### config.mk
export PLATFORM = sky130hd
export DESIGN_NAME = settings_ctrl
export DESIGN_NICKNAME = d
export VERILOG_FILES = /design/src/rtl/settings_pkg.sv /design/src/rtl/btn_debounce.sv /design/src/rtl/settings_ctrl.sv
export SDC_FILE = /design/constraint.sdc
export NUM_CORES = 1
export LEC_CHECK = 0
export ABC_AREA = 1
export CAP_MARGIN = 20
export CORE_MARGIN = 5
export CORE_UTILIZATION = 50
export DETAILED_ROUTE_END_ITERATION = 10
export PLACE_DENSITY = 0.77
export SYNTH_ARGS = -nofsm -noshare
export SYNTH_HDL_FRONTEND = slang
export SYNTH_HIERARCHICAL = 1
export SYNTH_SLANG_ARGS = --single-unit
### constraint.sdc
create_clock -name clk -period 1.6 [get_ports clk]
set_clock_uncertainty 0.1 [all_clocks]
set_input_delay 0.24 -clock clk [delete_from_list [all_inputs] [get_ports clk]]
set_output_delay 0.24 -clock clk [all_outputs]
set_load 0.05 [all_outputs]
### src/rtl/settings_pkg.sv
// Shared types and constants for the settings menu: FSM states, field codes,
// legal setting values and the per-field wrap limits.
package settings_pkg;

    typedef enum logic [1:0] {
        IDLE      = 2'd0,
        SEL_MODE  = 2'd1,
        SEL_DIFF  = 2'd2,
        SEL_SPEED = 2'd3
    } state_t;

    localparam logic [1:0] FIELD_NONE  = 2'd0;
    localparam logic [1:0] FIELD_MODE  = 2'd1;
    localparam logic [1:0] FIELD_DIFF  = 2'd2;
    localparam logic [1:0] FIELD_SPEED = 2'd3;

    localparam logic [1:0] MODE_SOLO   = 2'd0;
    localparam logic [1:0] MODE_TWO    = 2'd1;
    localparam logic [2:0] DIFF_EASY   = 3'd0;
    localparam logic [2:0] DIFF_MEDIUM = 3'd1;
    localparam logic [2:0] DIFF_HARD   = 3'd2;
    localparam logic [1:0] SPEED_SLOW  = 2'd0;
    localparam logic [1:0] SPEED_FAST  = 2'd1;

    localparam logic [1:0] MODE_MAX  = MODE_TWO;
    localparam logic [2:0] DIFF_MAX  = DIFF_HARD;
    localparam logic [1:0] SPEED_MAX = SPEED_FAST;

    // Increment with wrap to zero; ">=" keeps any out-of-range value legal.
    function automatic logic [2:0] wrap_inc(input logic [2:0] v, input logic [2:0] max);
        return (v >= max) ? 3'd0 : v + 3'd1;
    endfunction

endpackage

### src/rtl/btn_debounce.sv
// Debounces one raw button: a single registered press pulse after DEBOUNCE_CYC
// stable-high samples, re-armed only after DEBOUNCE_CYC stable-low samples.
module btn_debounce #(
    parameter int DEBOUNCE_CYC = 4
) (
    input  logic clk,
    input  logic rst,
    input  logic btn,
    output logic press
);
    localparam int CW = $clog2(DEBOUNCE_CYC + 1);

    logic          armed;
    logic [CW-1:0] cnt;
    logic          cnt_last;

    assign cnt_last = (cnt == CW'(DEBOUNCE_CYC - 1));

    // Starts disarmed so a button already held through reset never fires.
    always_ff @(posedge clk) begin
        if (rst) begin
            armed <= 1'b0;
            cnt   <= '0;
            press <= 1'b0;
        end else begin
            press <= 1'b0;
            if (armed == btn) begin
                if (cnt_last) begin
                    cnt   <= '0;
                    armed <= ~armed;
                    press <= armed;
                end else begin
                    cnt <= cnt + 1'b1;
                end
            end else begin
                cnt <= '0;
            end
        end
    end

endmodule

### src/rtl/settings_ctrl.sv
// Game settings menu: debounced buttons drive an edit FSM over shadow copies
// of mode/difficulty/speed, committed to cfg_* only on confirm.
module settings_ctrl
    import settings_pkg::*;
#(
    parameter int DEBOUNCE_CYC = 4
) (
    input  logic       clk,
    input  logic       rst,
    input  logic       btn_confirm,
    input  logic       btn_next,
    input  logic       btn_inc,
    input  logic       game_active,
    output logic [1:0] cfg_mode,
    output logic [2:0] cfg_difficulty,
    output logic [1:0] cfg_speed,
    output logic [1:0] edit_field,
    output logic [2:0] edit_value,
    output logic       cfg_update
);
    logic p_confirm, p_next, p_inc;

    btn_debounce #(.DEBOUNCE_CYC(DEBOUNCE_CYC)) u_db_confirm (.clk(clk), .rst(rst), .btn(btn_confirm), .press(p_confirm));
    btn_debounce #(.DEBOUNCE_CYC(DEBOUNCE_CYC)) u_db_next    (.clk(clk), .rst(rst), .btn(btn_next),    .press(p_next));
    btn_debounce #(.DEBOUNCE_CYC(DEBOUNCE_CYC)) u_db_inc     (.clk(clk), .rst(rst), .btn(btn_inc),     .press(p_inc));

    state_t     state, state_n;
    logic [1:0] sh_mode, sh_mode_n, cfg_mode_n, sh_speed, sh_speed_n, cfg_speed_n;
    logic [2:0] sh_diff, sh_diff_n, cfg_diff_n;
    logic [1:0] edit_field_n;
    logic [2:0] edit_value_n;
    logic       cfg_update_n;

    always_ff @(posedge clk) begin
        if (rst) begin
            state          <= IDLE;
            sh_mode        <= MODE_SOLO;
            sh_diff        <= DIFF_EASY;
            sh_speed       <= SPEED_SLOW;
            cfg_mode       <= MODE_SOLO;
            cfg_difficulty <= DIFF_EASY;
            cfg_speed      <= SPEED_SLOW;
            edit_field     <= FIELD_NONE;
            edit_value     <= 3'd0;
            cfg_update     <= 1'b0;
        end else begin
            state          <= state_n;
            sh_mode        <= sh_mode_n;
            sh_diff        <= sh_diff_n;
            sh_speed       <= sh_speed_n;
            cfg_mode       <= cfg_mode_n;
            cfg_difficulty <= cfg_diff_n;
            cfg_speed      <= cfg_speed_n;
            edit_field     <= edit_field_n;
            edit_value     <= edit_value_n;
            cfg_update     <= cfg_update_n;
        end
    end

    always_comb begin
        state_n      = state;
        sh_mode_n    = sh_mode;
        sh_diff_n    = sh_diff;
        sh_speed_n   = sh_speed;
        cfg_mode_n   = cfg_mode;
        cfg_diff_n   = cfg_difficulty;
        cfg_speed_n  = cfg_speed;
        cfg_update_n = 1'b0;

        if (state == IDLE) begin
            if (p_confirm && !game_active) begin
                state_n    = SEL_MODE;
                sh_mode_n  = cfg_mode;
                sh_diff_n  = cfg_difficulty;
                sh_speed_n = cfg_speed;
            end
        end else if (game_active) begin
            // Abort beats a same-cycle confirm; stale shadows are reloaded on next entry.
            state_n = IDLE;
        end else if (p_confirm) begin
            state_n      = IDLE;
            cfg_mode_n   = sh_mode;
            cfg_diff_n   = sh_diff;
            cfg_speed_n  = sh_speed;
            cfg_update_n = 1'b1;
        end else if (p_next) begin
            case (state)
                SEL_MODE: state_n = SEL_DIFF;
                SEL_DIFF: state_n = SEL_SPEED;
                default:  state_n = SEL_MODE;
            endcase
        end else if (p_inc) begin
            case (state)
                SEL_MODE: sh_mode_n  = 2'(wrap_inc({1'b0, sh_mode}, {1'b0, MODE_MAX}));
                SEL_DIFF: sh_diff_n  = wrap_inc(sh_diff, DIFF_MAX);
                default:  sh_speed_n = 2'(wrap_inc({1'b0, sh_speed}, {1'b0, SPEED_MAX}));
            endcase
        end

        edit_field_n = FIELD_NONE;
        edit_value_n = 3'd0;
        case (state_n)
            SEL_MODE:  begin edit_field_n = FIELD_MODE;  edit_value_n = {1'b0, sh_mode_n};  end
            SEL_DIFF:  begin edit_field_n = FIELD_DIFF;  edit_value_n = sh_diff_n;          end
            SEL_SPEED: begin edit_field_n = FIELD_SPEED; edit_value_n = {1'b0, sh_speed_n}; end
            default:   ;
        endcase
    end

endmodule
== Word-level counts from Yosys, hierarchy flattened ==
Cells that the tools add are included.

* Bits in registers: 37
* Output and inout port bits: 13

* Add/subtract/negate cells: 6
* Magnitude comparators: 3
* Equality and inequality tests: 11
* Muxes and demuxes: 33
* Bitwise logic cells: 11
* Reductions and logical operators: 15

{| class="wikitable"
|+ Operators by type and width
! operator !! number
|-
| 2-bit 2-to-1 mux || 21
|-
| 3-bit 2-to-1 mux || 8
|-
| 3-bit OR reduction || 7
|-
| 3-bit by 1-bit adder with 3-bit output, second input constant || 4
|-
| 1-bit NOT || 11
|-
| 3-bit by 2-bit equality test with 1-bit output, second input constant || 3
|-
| 3-bit one-hot mux with 3 select lines || 1
|-
| 2-bit equality test, second input constant || 3
|-
| 2-bit one-hot mux with 3 select lines || 1
|-
| 2-bit AND reduction || 3
|-
| 2-bit by 1-bit adder with 2-bit output, second input constant || 2
|-
| 2-bit by 1-bit equality test with 1-bit output, second input constant || 2
|-
| 2-bit by 1-bit >= comparator with 1-bit output, second input constant || 2
|-
| 2-bit one-hot mux with 2 select lines || 1
|-
| 1-bit equality test || 3
|-
| 3-bit by 2-bit >= comparator with 1-bit output, second input constant || 1
|-
| 3-bit AND reduction || 1
|-
| 2-bit logical NOT || 1
|-
| 2-bit OR reduction || 1
|-
| 1-bit logical AND || 1
|-
| 1-bit logical NOT || 1
|-
| 1-bit 2-to-1 mux || 1
|}

== Longest topological paths before layout ==
Gate-level depths: netlist of the first run.

* Depth after elaboration: 9
* Gate-level depth with buffers: 13
* Mapped depth without buffers: 13

== Cells and area by module ==
Netlist of the first run, hierarchy kept.

{| class="wikitable"
|+ By module, submodules not included
! module !! times used !! cells each !! area each (um^2)
|-
| settings_ctrl || 1 || 175 || 1192.4
|-
| btn_debounce || 3 || 22 || 197.7
|}

== Least setup slack after synthesis of the first run ==
Ideal clock, no wire load.

* Kind: register to register
* Start point: register state[0]
* End point: register edit_value[1]
* Arrival: 1.330 ns
* Path slack: 0.061 ns
* Cell stages (with the launch flop): 11
* Buffers on the path: 0
* Clock period less this slack: 1.539 ns
* Cell sequence: dfxtp_1 inv_1 ha_1 nor2_1 nand3_1 nand2_1 nand3_1 nand3_1 nand3_1 nand2_1 inv_1

* Longest elaborated chain between the ends: 9
* Elaborated cells between the ends (all ways): 32

{| class="wikitable"
|+ RTL lines
! item !! RTL line !! RTL
|-
| start, declared || settings_ctrl.sv:27 || <nowiki>state_t state, state_n;</nowiki>
|-
| start signal, assigned || settings_ctrl.sv:47 || <nowiki>state <= state_n;</nowiki>
|-
| 2-bit equality test / 2-bit by 1-bit equality test with 1-bit output (equally long branches) || settings_ctrl.sv:87, settings_ctrl.sv:93 ||
|-
| 2-bit OR reduction (no source line) || n/a ||
|-
| 2-bit 2-to-1 mux || settings_ctrl.sv:93 || <nowiki>case (state)</nowiki>
|-
| 2-bit 2-to-1 mux || settings_ctrl.sv:92 || <nowiki>end else if (p_inc) begin</nowiki>
|-
| 2-bit 2-to-1 mux || settings_ctrl.sv:86 || <nowiki>end else if (p_next) begin</nowiki>
|-
| 2-bit 2-to-1 mux || settings_ctrl.sv:80 || <nowiki>end else if (p_confirm) begin</nowiki>
|-
| 2-bit 2-to-1 mux || settings_ctrl.sv:77 || <nowiki>end else if (game_active) begin</nowiki>
|-
| 2-bit 2-to-1 mux || settings_ctrl.sv:70 || <nowiki>if (state == IDLE) begin</nowiki>
|-
| 3-bit one-hot mux with 3 select lines * || settings_ctrl.sv:102 || <nowiki>case (state_n)</nowiki>
|-
| end signal, assigned || settings_ctrl.sv:55 || <nowiki>edit_value <= edit_value_n;</nowiki>
|-
| end, declared || settings_ctrl.sv:18 || <nowiki>output logic [2:0] edit_value,</nowiki>
|}

Every way passes the cells marked *; elsewhere a longest branch is shown, timed or not.
A chain may end at the register's enable or synchronous reset.

== Worst setup path after layout of the first run ==
* Start point: register state[1]
* End point: register sh_mode[0]

* Longest elaborated chain between the ends: 7
* Elaborated cells between the ends (all ways): 8

{| class="wikitable"
|+ RTL lines
! item !! RTL line !! RTL
|-
| 2-bit by 1-bit equality test with 1-bit output || settings_ctrl.sv:93 ||
|-
| 2-bit 2-to-1 mux || settings_ctrl.sv:93 ||
|-
| 2-bit 2-to-1 mux || settings_ctrl.sv:92 ||
|-
| 2-bit 2-to-1 mux || settings_ctrl.sv:86 ||
|-
| 2-bit 2-to-1 mux || settings_ctrl.sv:80 ||
|-
| 2-bit 2-to-1 mux || settings_ctrl.sv:77 ||
|-
| 2-bit 2-to-1 mux * || settings_ctrl.sv:70 ||
|-
| end signal, assigned || settings_ctrl.sv:48 || <nowiki>sh_mode <= sh_mode_n;</nowiki>
|-
| end, declared || settings_ctrl.sv:28 || <nowiki>logic [1:0] sh_mode, sh_mode_n, cfg_mode_n, sh_speed, sh_speed_n, cfg_speed_n;</nowiki>
|}

Marks and branches as above.

==> flow_summary.ini, run 1 <==
[detailed_routing]
wl_per_cell_um = 11.86
drt_wl_total_mm = 3.914
vias = 1644
antenna_left = 0
drc = 0
vias_per_cell = 4.982
drtIter0Drc = 95
first_pass_iters = 4

[power]
power_frac_clock = 0.387
p_int_w = 0.001295
power_frac_seq = 0.568
finalPower_w = 0.001646
swShare = 0.2136
power_switching_w = 0.0003516
combPwrFrac = 0.045
ir_worst_vdd_mv = 0.7542
p_leak_nw = 1.074
p_per_area_mw_per_mm2 = 674.1

[cells_and_area]
fin_util = 0.7206
drive_above_1_share = 0.3275
fill_cells = 261
nNetsFinal = 302
multiInputGateArea_sq_mm = 0.001018
area_growth_pct = 36.79
diodes = 0
register_area_sq_um = 745.7

[sta]
fin_setup_tns_ps = 0
relSlewSlack = 0.6591
timing.hold.ws_ps = 327.2
setup_viol = 0
tightest_slew_ps = 510.8
hold_viol = 0
fin_crit_ps = 1577
finalCritPeriodShare = 0.9854
drv_slew = 0
rsz0062_at_grt = true
fmax_mhz = 634.3

[synth]
synth-seq-cells = 37
seq_area_frac_synth = 0.4149
synth.area.top_cells = dfxtp_1 41%, nand2_1 11%, ha_1 9.1%
syn_nets = 260
ys_types = 21
synthesis.area_sq_mm = 0.001785
yosys.area.top_type_share = 0.4149
yosysWarnings = 6
syn_area_per_cell_sq_um = 7.409
yosys.area.top_type = dfxtp_1
synthCells = 241

[cts]
cts_tree = done
clkTransAtPathRegs_ps = 110
postCtsHoldBufs = 0
cts.sinks = 37
htree_levels = 2
cts_root_buf = clkbuf_4
cts_made_buffers = 5
clk_latency_ps = 330
clk_path_buf_depth = 2

[place]
portBuffers = 18
gp_routability_congestion = 0.8947
dp_hpwl_mm = 2.680

[grt]
grtUsageTotal = 0.1610
grt_pass1_wl_mm = 6.465
antenna_found_initial = 0
grt_max_degree = 23
grt_pass1_vias = 1510
gr-total-overflow = 0

[min_path]
hold_class = reg2reg

[worst_setup_path]
crit_family = buffers and inverters
critPathBufInv = 5
cp-end-kind = register
critPathMaxFanout = 6
slowest_stage = dfxtp_2
cp.required_ps = 1770
crit_chain = inv_4 > ha_4 > buf_4 > inv_1 > nand2_1 > buf_4 > buf_4 > a21oi_1
crit_type = reg2reg
slowest_delay_ps = 370
cp_common_cell = buf_4
crit_path_start_kind = register
crit_arrival_ps = 1750

[die]
fp.dieW_um = 69.76
row_count = 21
initial_core_util = 0.5268
pin_count = 19
die_h_um = 69.76
core_area_sq_mm = 0.003390
dieArea_sq_mm = 0.004866

[flow_run]
cap_violations = 0

[status]
run_status = completed
## cells in the final DEF, fill, tap and decap left out, drive strengths merged, types with 6 or more instances in the layout
master,instances
clkbuf,6
a21oi,13
buf,34
o211ai,6
nand3,17
o21ai,9
nand2,59
dfxtp,37
inv,36
ha,13
nor2,37
## timing repair
action / in CTS / in global routing
pin swaps: 0 / 9
gates resized for setup: 6 / 37
buffers inserted: 0 / 4
endpoints found under the setup margin: 9 / 9
## cells in the mapped netlist
cell	count
nand2_1	54
dfxtp_1	37
nor2_1	30
inv_1	29
ha_1	13
nand3_1	13
a21oi_1	12
o21ai_0	8
inv_2	7
nor2_2	6
o211ai_1	6
nand2_2	5
nand3_2	4
nor3_1	4
buf_4	3
nand4_1	3
nor3b_1	3
a21oi_2	1
clkbuf_1	1
nor2_4	1
o21ai_1	1
## logic make-up (layout without fill, tap and decap cells)
logic type      count (synthesis)  in the layout  synth area share
buf+inv                        40             83           0.09040
simple gates                  123            123            0.3146
fa+ha+maj                      13             13           0.09110
flops                          37             37            0.4149
compound gates                 28             28           0.08900
## power by group through the flow
stage | Clock [W] | Sequential (W) | Combinational, W
final | 0.000637 | 0.000935 | 0.0000746
after global routing | 0.000707 | 0.000936 | 0.0000849
after CTS | 0.000657 | 0.000935 | 0.0000741
after detailed placement | 0 | 0.000956 | 0.0000733
after global placement | 0 | 0.000956 | 0.0000705
after floorplan | 0 | 0.000955 | 0.0000382
## worst reg2reg max path: stages, from the launching register on
cell and delay, ps:
dfxtp_2 370, inv_4 50, ha_4 180, buf_4 150, inv_1 170, nand2_1 120, buf_4 150, buf_4 120
a21oi_1 110
## flip-flops by register name, summed over array words and instances, names as in the netlist, 3 cells and up
signal,cells
cfg_difficulty,3
u_db_next/cnt,3
edit_value,3
u_db_inc/cnt,3
u_db_confirm/cnt,3
sh_diff,3
## area by class of cell
| cell class | instances | area share |
|---|---|---|
| Tap cell | 46 | 0.02357 |
| Multi-Input combinational cell | 164 | 0.4170 |
| Inverter | 36 | 0.05738 |
| Clock inverter | 2 | 0.01588 |
| Timing Repair Buffer | 39 | 0.1639 |
| Sequential cell | 37 | 0.3053 |
| Clock buffer | 6 | 0.01691 |
## worst paths after layout
path / startpoint / to / slack (ps) / cells past startpoint
min reg2reg: u_db_inc/cnt[0]$_SDFF_PP0_ / u_db_inc/cnt[0]$_SDFF_PP0_ / 330 / 1
min: u_db_inc/cnt[0]$_SDFF_PP0_ / u_db_inc/cnt[0]$_SDFF_PP0_ / 330 / 1
max reg2reg: state[1]$_SDFF_PP0_ / sh_mode[0]$_SDFF_PP0_ / 20 / 8
max: state[1]$_SDFF_PP0_ / sh_mode[0]$_SDFF_PP0_ / 20 / 8
## per-layer routing
layer,GRT usage,up-vias,share of wire
met4,0.05957,0,0.019
met5,0,-,0
met3,0.05072,10,0.057
met2,0.2701,47,0.50
li1,-,852,-
met1,0.1921,735,0.42
## per-stage QoR
stage	std cells	instance area, sq um	worst slack [ps]
after floorplan	241	1785	61.04
after global placement	318	2180	-261.5
after detailed placement	318	2180	-314.8
after CTS	326	2275	-4.314
after global routing	330	2442	-121.7
final	330	2442	23.35
Power figures use the tool's default switching activity.
==> run 2, diff against run 1 <==
- CAP_MARGIN: 20 -> 0
==> results of run 2 <==
The final DEF is identical to that of run 1; final timing and power are the same.
==> run 3, diff against run 2 <==
- RECOVER_POWER: not set -> 25
==> run 3 against run 2 <==
Sequential power barely moved; combinational power barely moved; die area did not move; non-clock buffer count did not move; sequential cell count did not move; global-route usage did not move; clock power barely moved; routed wire length barely moved; clock-buffer cell count did not move; maximum frequency barely moved; sequential share of layout area rose by 0.13 points.
==> flow_summary.ini, run 3 (synthesis results as in run 1) <==
[sta]
finalCritPeriodShare = 0.9854
rsz0062_at_grt = true
fmax_mhz = 634.3
hold_viol = 0
fin_crit_ps = 1577
setup_viol = 0
drv_slew = 0
tightest_slew_ps = 510.3
relSlewSlack = 0.6594

[min_path]
hold_class = reg2reg
hp-start = u_db_inc/cnt[0]$_SDFF_PP0_
whs_endpoint = u_db_inc/cnt[0]$_SDFF_PP0_
hold-path-cell-count = 1

[flow_run]
cap_violations = 0

[detailed_routing]
antenna_left = 0
dr_wl_met3_um = 235
met1Wirelength_mm = 1.631
drtIter0Drc = 95
wl_per_cell_um = 11.85
vias_per_cell = 4.988
wl_met2_mm = 1.969
drt_wl_total_mm = 3.912
first_pass_iters = 4
drc = 0
dr.max_layer_used = met4
vias = 1646

[place]
portBuffers = 18
dp_hpwl_mm = 2.680
placed_cells = 318
gp_routability_congestion = 0.8947

[status]
run_status = completed

[worst_setup_path]
critPathMaxFanout = 6
reg2reg_depth = 8
cp.required_ps = 1770
cp-end-kind = register
r2r-end = sh_mode[0]$_SDFF_PP0_
crit_arrival_ps = 1750
r2r-start = state[1]$_SDFF_PP0_
rrSetupSlack_ps = 20
crit_type = reg2reg
crit_path_start_kind = register

[cells_and_area]
final_common_cell = nand2_1
fin_util = 0.7176
final_cell_mix = 47 x nand2_1, 33 x dfxtp_1, 25 x inv_1, 25 x nor2_1, 21 x buf_4
nNetsFinal = 302
diodes = 0
finalNonFillerCells = 330
area_growth_pct = 36.23
fill_cells = 263
drive_above_1_share = 0.3275

[die]
pin_count = 19
die_h_um = 69.76
fp.dieW_um = 69.76
core_area_sq_mm = 0.003390
row_count = 21
initial_core_util = 0.5268
dieArea_sq_mm = 0.004866

[grt]
grt_pass1_vias = 1510
grt_max_degree = 23
gr-total-overflow = 0
grtUsageTotal = 0.1610
grt_pass1_wl_mm = 6.465
antenna_found_initial = 0

[power]
ir_worst_vdd_mv = 0.7542
p_per_area_mw_per_mm2 = 676.8
p_int_w = 0.001295
power_frac_clock = 0.387
power_frac_seq = 0.568
combPwrFrac = 0.045
p_leak_nw = 1.071
power_switching_w = 0.0003515
swShare = 0.2135

[cts]
clk_latency_ps = 330
clk_path_buf_depth = 2
clkTransAtPathRegs_ps = 110
cts_tree = done
cts.sinks = 37
htree_levels = 2
cts_made_buffers = 5
postCtsHoldBufs = 0
cts_root_buf = clkbuf_4
-- run 3: cell count changes in the layout (fill, tap and decap cells not counted), sizes merged --
cell    change
clkbuf      +4
buf         -4
-- run 3: worst max-delay path: stages, from the launching register on --
cell	delay, ps
dfxtp_2	370
inv_4	50
ha_4	180
buf_4	150
inv_1	170
nand2_1	120
buf_4	150
buf_4	120
a21oi_1	110
-- run 3: power by group through the flow --
stage / sequential, W / clock (W) / combinational (W)
2_1_floorplan: 0.000955 / 0 / 0.0000382
3_3_place_gp: 0.000956 / 0 / 0.0000705
3_5_place_dp: 0.000956 / 0 / 0.0000733
4_1_cts: 0.000935 / 0.000657 / 0.0000741
5_1_grt: 0.000936 / 0.000707 / 0.0000849
6_report: 0.000935 / 0.000637 / 0.0000746
-- run 3: metrics by stage --
step / TNS (ps) / cell area, sq um / hold slack [ps] / setup WS [ps] / total power (W)
6_report: 0 / 2432 / 327.2 / 23.41 / 0.001646
5_1_grt: -477.9 / 2432 / 350.2 / -121.7 / 0.001728
4_1_cts: -4.314 / 2275 / 327.7 / -4.314 / 0.001666
3_5_place_dp: -3361 / 2180 / 310.8 / -314.8 / 0.001030
3_3_place_gp: -2946 / 2180 / 309.0 / -261.5 / 0.001026
2_1_floorplan: 0 / 1785 / 209.1 / 61.04 / 0.0009934
-- run 3: routing by layer --
metal | track usage | vias up
met5 | 0 | -
met4 | 0.05957 | 0
met2 | 0.2701 | 49
met1 | 0.1921 | 735
li1 | - | 852
met3 | 0.05072 | 10
-- run 3: layout make-up --
type / instances / area, sq um / share of cell area
Tap cell: 46 / 57.56 / 0.02366
Clock inverter: 2 / 38.79 / 0.01595
Timing Repair Buffer: 39 / 390.4 / 0.1605
Sequential cell: 37 / 745.7 / 0.3066
Inverter: 36 / 140.1 / 0.05761
Multi-Input combinational cell: 164 / 1018 / 0.4187
Clock buffer: 6 / 41.29 / 0.01698
-- run 3: how the worst max path moves through the flow --
stage                   startpoint                             end  cells after the start
6_report       state[1]$_SDFF_PP0_           sh_mode[0]$_SDFF_PP0_                      8
5_1_grt        state[0]$_SDFF_PP0_        edit_value[0]$_SDFF_PP0_                     13
4_1_cts        state[0]$_SDFF_PP0_        edit_value[1]$_SDFF_PP0_                     12
3_5_place_dp           game_active  cfg_difficulty[2]$_SDFFE_PP0P_                      6
3_3_place_gp           game_active  cfg_difficulty[1]$_SDFFE_PP0P_                      6
2_1_floorplan  state[0]$_SDFF_PP0_        edit_value[1]$_SDFF_PP0_                     10
-- run 3: timing repair --
action                                 CTS  global route
pin swaps                                0             9
gates resized for setup                  6            37
setup endpoints to repair                9             9
endpoints found under the hold margin    0             0
buffers inserted                         0             4
